**src/rtl/piso_serializer_pkg.sv**
```systemverilog
// rtl/piso_serializer_pkg.sv - shared types and constants for the PISO serializer
package piso_serializer_pkg;

    localparam int DEFAULT_WIDTH = 4;

    typedef enum logic {
        S_IDLE,
        S_SHIFT
    } state_t;

    // Bit-counter width; a 2-bit word still needs one counter bit.
    function automatic int cnt_width(input int w);
        return (w <= 2) ? 1 : $clog2(w);
    endfunction

endpackage

```
**src/rtl/piso_serializer_bit_counter.sv**
```systemverilog
// rtl/piso_serializer_bit_counter.sv - mod-N bit counter with clear, enable and terminal count
module piso_serializer_bit_counter
    import piso_serializer_pkg::*;
#(
    parameter int MODULUS = DEFAULT_WIDTH
) (
    input  logic clk,
    input  logic reset,
    input  logic clear,
    input  logic en,
    output logic tc
);

    localparam int CW = cnt_width(MODULUS);

    logic [CW-1:0] count;

    // Explicit wrap at MODULUS-1 so non-power-of-2 widths count correctly.
    always_ff @(posedge clk or posedge reset) begin
        if (reset) begin
            count <= '0;
        end else if (clear) begin
            count <= '0;
        end else if (en) begin
            if (tc) begin
                count <= '0;
            end else begin
                count <= count + 1'b1;
            end
        end
    end

    assign tc = (count == CW'(MODULUS - 1));

endmodule

```
**src/rtl/piso_serializer.sv**
```systemverilog
// rtl/piso_serializer.sv - parallel-in/serial-out stage with one-word holding buffer
module piso_serializer
    import piso_serializer_pkg::*;
#(
    parameter int   WIDTH      = DEFAULT_WIDTH,
    parameter bit   LSB_FIRST  = 1'b1,
    parameter logic IDLE_LEVEL = 1'b0
) (
    input  logic             clk,
    input  logic             reset,
    input  logic [WIDTH-1:0] in_data,
    input  logic             in_valid,
    output logic             in_ready,
    output logic             op,
    output logic             op_valid,
    output logic             frame_start,
    output logic             busy
);

    state_t           state;
    state_t           state_next;
    logic [WIDTH-1:0] shreg;
    logic [WIDTH-1:0] hold_data;
    logic             hold_full;
    logic             hold_next;

    logic             tc;
    logic             accept;
    logic             last_bit;
    logic             load_hold;
    logic             load_in;
    logic             park_in;
    logic             load;
    logic             advance;
    logic [WIDTH-1:0] load_word;
    logic             first_bit;
    logic             next_bit;
    logic [WIDTH-1:0] shreg_shifted;

    // Ready depends only on the holding buffer, never on in_valid.
    assign in_ready = !hold_full;

    piso_serializer_bit_counter #(
        .MODULUS (WIDTH)
    ) u_bit_counter (
        .clk   (clk),
        .reset (reset),
        .clear (load),
        .en    (advance),
        .tc    (tc)
    );

    // Decide this edge's action: load a new frame, park a word, advance, or go idle.
    always_comb begin
        accept     = in_valid && in_ready;
        last_bit   = (state == S_SHIFT) && tc;
        load_hold  = last_bit && hold_full;
        load_in    = accept && ((state == S_IDLE) || (last_bit && !hold_full));
        park_in    = accept && (state == S_SHIFT) && !last_bit;
        load       = load_hold || load_in;
        advance    = (state == S_SHIFT) && !load;
        load_word  = load_hold ? hold_data : in_data;

        state_next = state;
        if (load) begin
            state_next = S_SHIFT;
        end else if (last_bit) begin
            state_next = S_IDLE;
        end

        hold_next = hold_full;
        if (park_in) begin
            hold_next = 1'b1;
        end else if (load_hold) begin
            hold_next = 1'b0;
        end
    end

    // Bit-order selection: which bit leads a frame and which follows on each shift.
    always_comb begin
        first_bit     = LSB_FIRST ? load_word[0] : load_word[WIDTH-1];
        next_bit      = LSB_FIRST ? shreg[1] : shreg[WIDTH-2];
        shreg_shifted = LSB_FIRST ? (shreg >> 1) : (shreg << 1);
    end

    // FSM, shifter, holding buffer and registered outputs.
    always_ff @(posedge clk or posedge reset) begin
        if (reset) begin
            state       <= S_IDLE;
            shreg       <= '0;
            hold_data   <= '0;
            hold_full   <= 1'b0;
            op          <= IDLE_LEVEL;
            op_valid    <= 1'b0;
            frame_start <= 1'b0;
            busy        <= 1'b0;
        end else begin
            state     <= state_next;
            hold_full <= hold_next;
            busy      <= (state_next == S_SHIFT) || hold_next;

            if (park_in) begin
                hold_data <= in_data;
            end

            if (load) begin
                shreg       <= load_word;
                op          <= first_bit;
                op_valid    <= 1'b1;
                frame_start <= 1'b1;
            end else if (advance && !last_bit) begin
                shreg       <= shreg_shifted;
                op          <= next_bit;
                op_valid    <= 1'b1;
                frame_start <= 1'b0;
            end else begin
                op          <= IDLE_LEVEL;
                op_valid    <= 1'b0;
                frame_start <= 1'b0;
            end
        end
    end

endmodule

```
**config.mk**
```make
export PLATFORM = sky130hd
export DESIGN_NAME = piso_serializer
export DESIGN_NICKNAME = d
export VERILOG_FILES = /design/src/rtl/piso_serializer_pkg.sv /design/src/rtl/piso_serializer_bit_counter.sv /design/src/rtl/piso_serializer.sv
export SDC_FILE = /design/constraint.sdc
export NUM_CORES = 1
export LEC_CHECK = 0
export ABC_AREA = 1
export CORE_MARGIN = 1.5
export CORE_UTILIZATION = 49
export CTS_CLUSTER_SIZE = 8
export DETAILED_ROUTE_END_ITERATION = 10
export GPL_TIMING_DRIVEN = 0
export PLACE_DENSITY = 0.77
export SLEW_MARGIN = 40
export SYNTH_ARGS = -nofsm -noshare
export SYNTH_HDL_FRONTEND = slang
export SYNTH_SLANG_ARGS = --single-unit
```
**constraint.sdc**
```tcl
create_clock -name clk -period 1.4 [get_ports clk]
set_input_delay 0.28 -clock clk [delete_from_list [all_inputs] [get_ports clk]]
set_output_delay 0.28 -clock clk [all_outputs]
set_load 0.005 [all_outputs]
```
==> flow_summary_export.csv <==
group,metric,value,unit
power,p_leak,0.460,nW
floorplan,die_h,40.4,um
grt,antenna_found_initial,0,
synthesis,ys_types,16,
timing,slew_viol_final,0,
routing,drt_iter0_drc,7,
synthesis,ys_seq_area_share,54.7,%
setup_path,slowest_delay,0.41,ns
synthesis,synth_most_common_cell,"nand2_1",
final_layout,nNetsFinal,103,
routing,wirelength,1.31,mm
routing,vias,554,
run_status,status,"completed",
timing,rsz0062_at_grt,"true",
synthesis,syn-num-nets,86,
synthesis,syn_area,686,um^2
floorplan,rows,13,
power,peakVddDrop,1.03,mV
synthesis,yosys-top-cells-count,"nand2_1 (22), dfrtp_1 (15), nand3_1 (10)",
floorplan,core,1300,um^2
floorplan,dieArea,1630,um^2
synthesis,synth.avg_cell_area,8.79,um^2
routing,final_antenna_net_count,0,
placed_design,gp_congestion,0.790,
grt,grt_pass1_vias,483,
synthesis,synth-edff-count,0,
setup_path,r2r_slack,0.06,ns
timing,hold_viol,0,
setup_path,path_buf_inv,1,
grt,grt_pass1_wl,2.06,mm
placed_design,numPortBuffers,11,
setup_path,critPathTopFamily,"simple AND/OR/NAND/NOR gates",
setup_path,rr_worst_depth,7,
setup_path,required,1.59,ns
grt,overflow,0,
setup_path,regToRegEndpoint,"op",
timing,hold_ws,0.348,ns
setup_path,path_class,"reg2reg",
timing,skew,0.000818,ns
routing,wl_per_cell,12.0,um
setup_path,worstPathArrival,1.53,ns
timing,finalSetupTns,0,ns
placed_design,dp_hpwl,971,um
timing,fmaxAchievable,0.747,GHz
final_layout,antenna-diode-count,0,
final_layout,fillers,118,
clocking,clk_pin_slew_worst_paths,0.09,ns
synthesis,synth_top_area_share,54.7,%
clocking,cts.sinks,15,
floorplan,ioPinCount,12,
timing,tightest_slew,0.560,ns
synthesis,synthTopCellsByArea,"dfrtp_1 (55%), nand2_1 (12%), nand3_1 (7.3%)",
floorplan,fp.dieW,40.4,um
setup_path,r2r-start,"u_bit_counter.count[0]",
job,maxCapViolCount,0,
synthesis,synth_seq_cells,15,
clocking,cts_root_buffer,"clkbuf_4",
routing,drtPass1Iterations,4,
hold_path,hold_class,"in2async",
floorplan,initial_core_util,52.7,%
grt,grt_usage,19.8,%
setup_path,end_kind,"register",
final_layout,drive_above_1_share,17.0,%
synthesis,synth_area_leader_cell,"dfrtp_1",
setup_path,crit_fanout,8,
setup_path,cpMaxStageDelayCell,"dfrtp_1",
timing,max-slew-margin-rel,62.6,%
setup_path,critical_path.cell_chain,"ha_2 -> inv_1 -> nand2_2 -> nand2_1 -> nand2_2 -> nand3_1 -> nand2_1",
setup_path,path_depth,7,
synthesis,synthCells,78,
setup_path,crit_path_start_kind,"register",
clocking,cts_tree,"yes",
timing,layout_min_cycle_time,1.34,ns
grt,grt_max_degree,16,
routing,drc_errors,0,
clocking,clock_latency,0.29,ns
power,power_density,2040,nW/um^2
final_layout,syn_to_final_growth,25.2,%
timing,setup_viol,0,
clocking,cts.path.max_buffers,2,
synthesis,yosysWarnings,0,
synthesis,synthArstFlopShare,100,%
clocking,htreeDepth,1,
synthesis,ys.flop_type,"dfrtp_1",
timing,timing.final.crit_share,95.6,%
clocking,cts_buffers,3,
clocking,cts-hold-fix-buffers,0,
routing,via_per_inst,5.08,
-- sequential cells by signal (all words and copies together) (netlist names) --
signal / cells
state: 1
shreg: 3
frame_start: 1
u_bit_counter.count: 2
op: 1
op_valid: 1
busy: 1
hold_data: 4
hold_full: 1
-- per-stage QoR --
stage | util, % | cells | total power [mW] | worst slack, ns | area, um^2
after floorplan | - | 78 | 1.23 | 0.155 | 686
final | 66.0 | 109 | 1.75 | 0.0610 | 858
after global routing | 66.0 | 109 | 1.89 | -0.0432 | 858
after detailed placement | 62.6 | 104 | 1.51 | -0.0521 | 815
after CTS | 65.4 | 109 | 1.77 | 0.000522 | 851
after global placement | 62.6 | 104 | 1.46 | -0.0724 | 815
-- cells in the final DEF (no fill, tap or decap) --
master / n
dfrtp_1: 14
ha_2: 1
nand4_1: 7
nor2_2: 1
or2_0: 2
nor2_1: 1
dfrtp_2: 1
clkbuf_4: 3
clkinv_2: 1
o21ai_0: 1
clkdlybuf4s50_1: 6
nand3_1: 10
nand3_2: 1
buf_6: 1
a21oi_1: 1
nand2_2: 3
nand2_1: 22
dlymetal6s2s_1: 3
inv_2: 3
inv_1: 6
dlygate4sd2_1: 2
o21ai_1: 3
buf_4: 1
-- cells by family after synthesis --
| logic type | after synthesis | synth area share, % |
|---|---|---|
| AOI/OAI and AO/OA | 5 | 3.65 |
| buffers and inverters | 10 | 6.57 |
| DFF | 15 | 54.7 |
| adders and majority gates | 1 | 1.82 |
| and+or+nand+nor | 47 | 33.2 |
-- metal layers --
| layer | wire [um] | global-route usage (%) | vias up |
|---|---|---|---|
| met5 | 0 | 0 | - |
| met4 | 22 | 10.0 | 0 |
| met3 | 55 | 5.00 | 2 |
| met2 | 633 | 31.0 | 11 |
| met1 | 599 | 25.2 | 250 |
| li1 | - | - | 291 |
-- report_power, final --
part | total, mW | internal (mW) | switching, mW
registers | 0.742 | 0.630 | 0.112
clock network | 0.251 | 0.106 | 0.145
logic | 0.755 | 0.314 | 0.441
-- area by class of cell --
type	count	area [um^2]	area share [%]
inverters	9	33.8	3.94
well taps	15	18.8	2.19
repair buffers	12	123	14.3
clock buffers	3	22.5	2.62
clock inverters	1	5.00	0.583
flip-flops and latches	15	377	43.9
plain buffers	1	11.3	1.31
multi-input cells	53	268	31.2
-- worst max path at each step --
stage,start,end
2_1_floorplan,u_bit_counter.count[0],shreg[1]
3_3_place_gp,in_valid,shreg[1]
3_5_place_dp,in_valid,op
4_1_cts,frame_start,frame_start
5_1_grt,u_bit_counter.count[0],shreg[2]
6_report,u_bit_counter.count[0],op
-- what timing repair did --
item	in CTS	in global routing
endpoints found under the setup margin	6	11
resized for setup	4	3
pin swaps	0	0
endpoints found under the hold margin	0	0
buffers inserted	1	0
(Power assumes the default switching activity.)
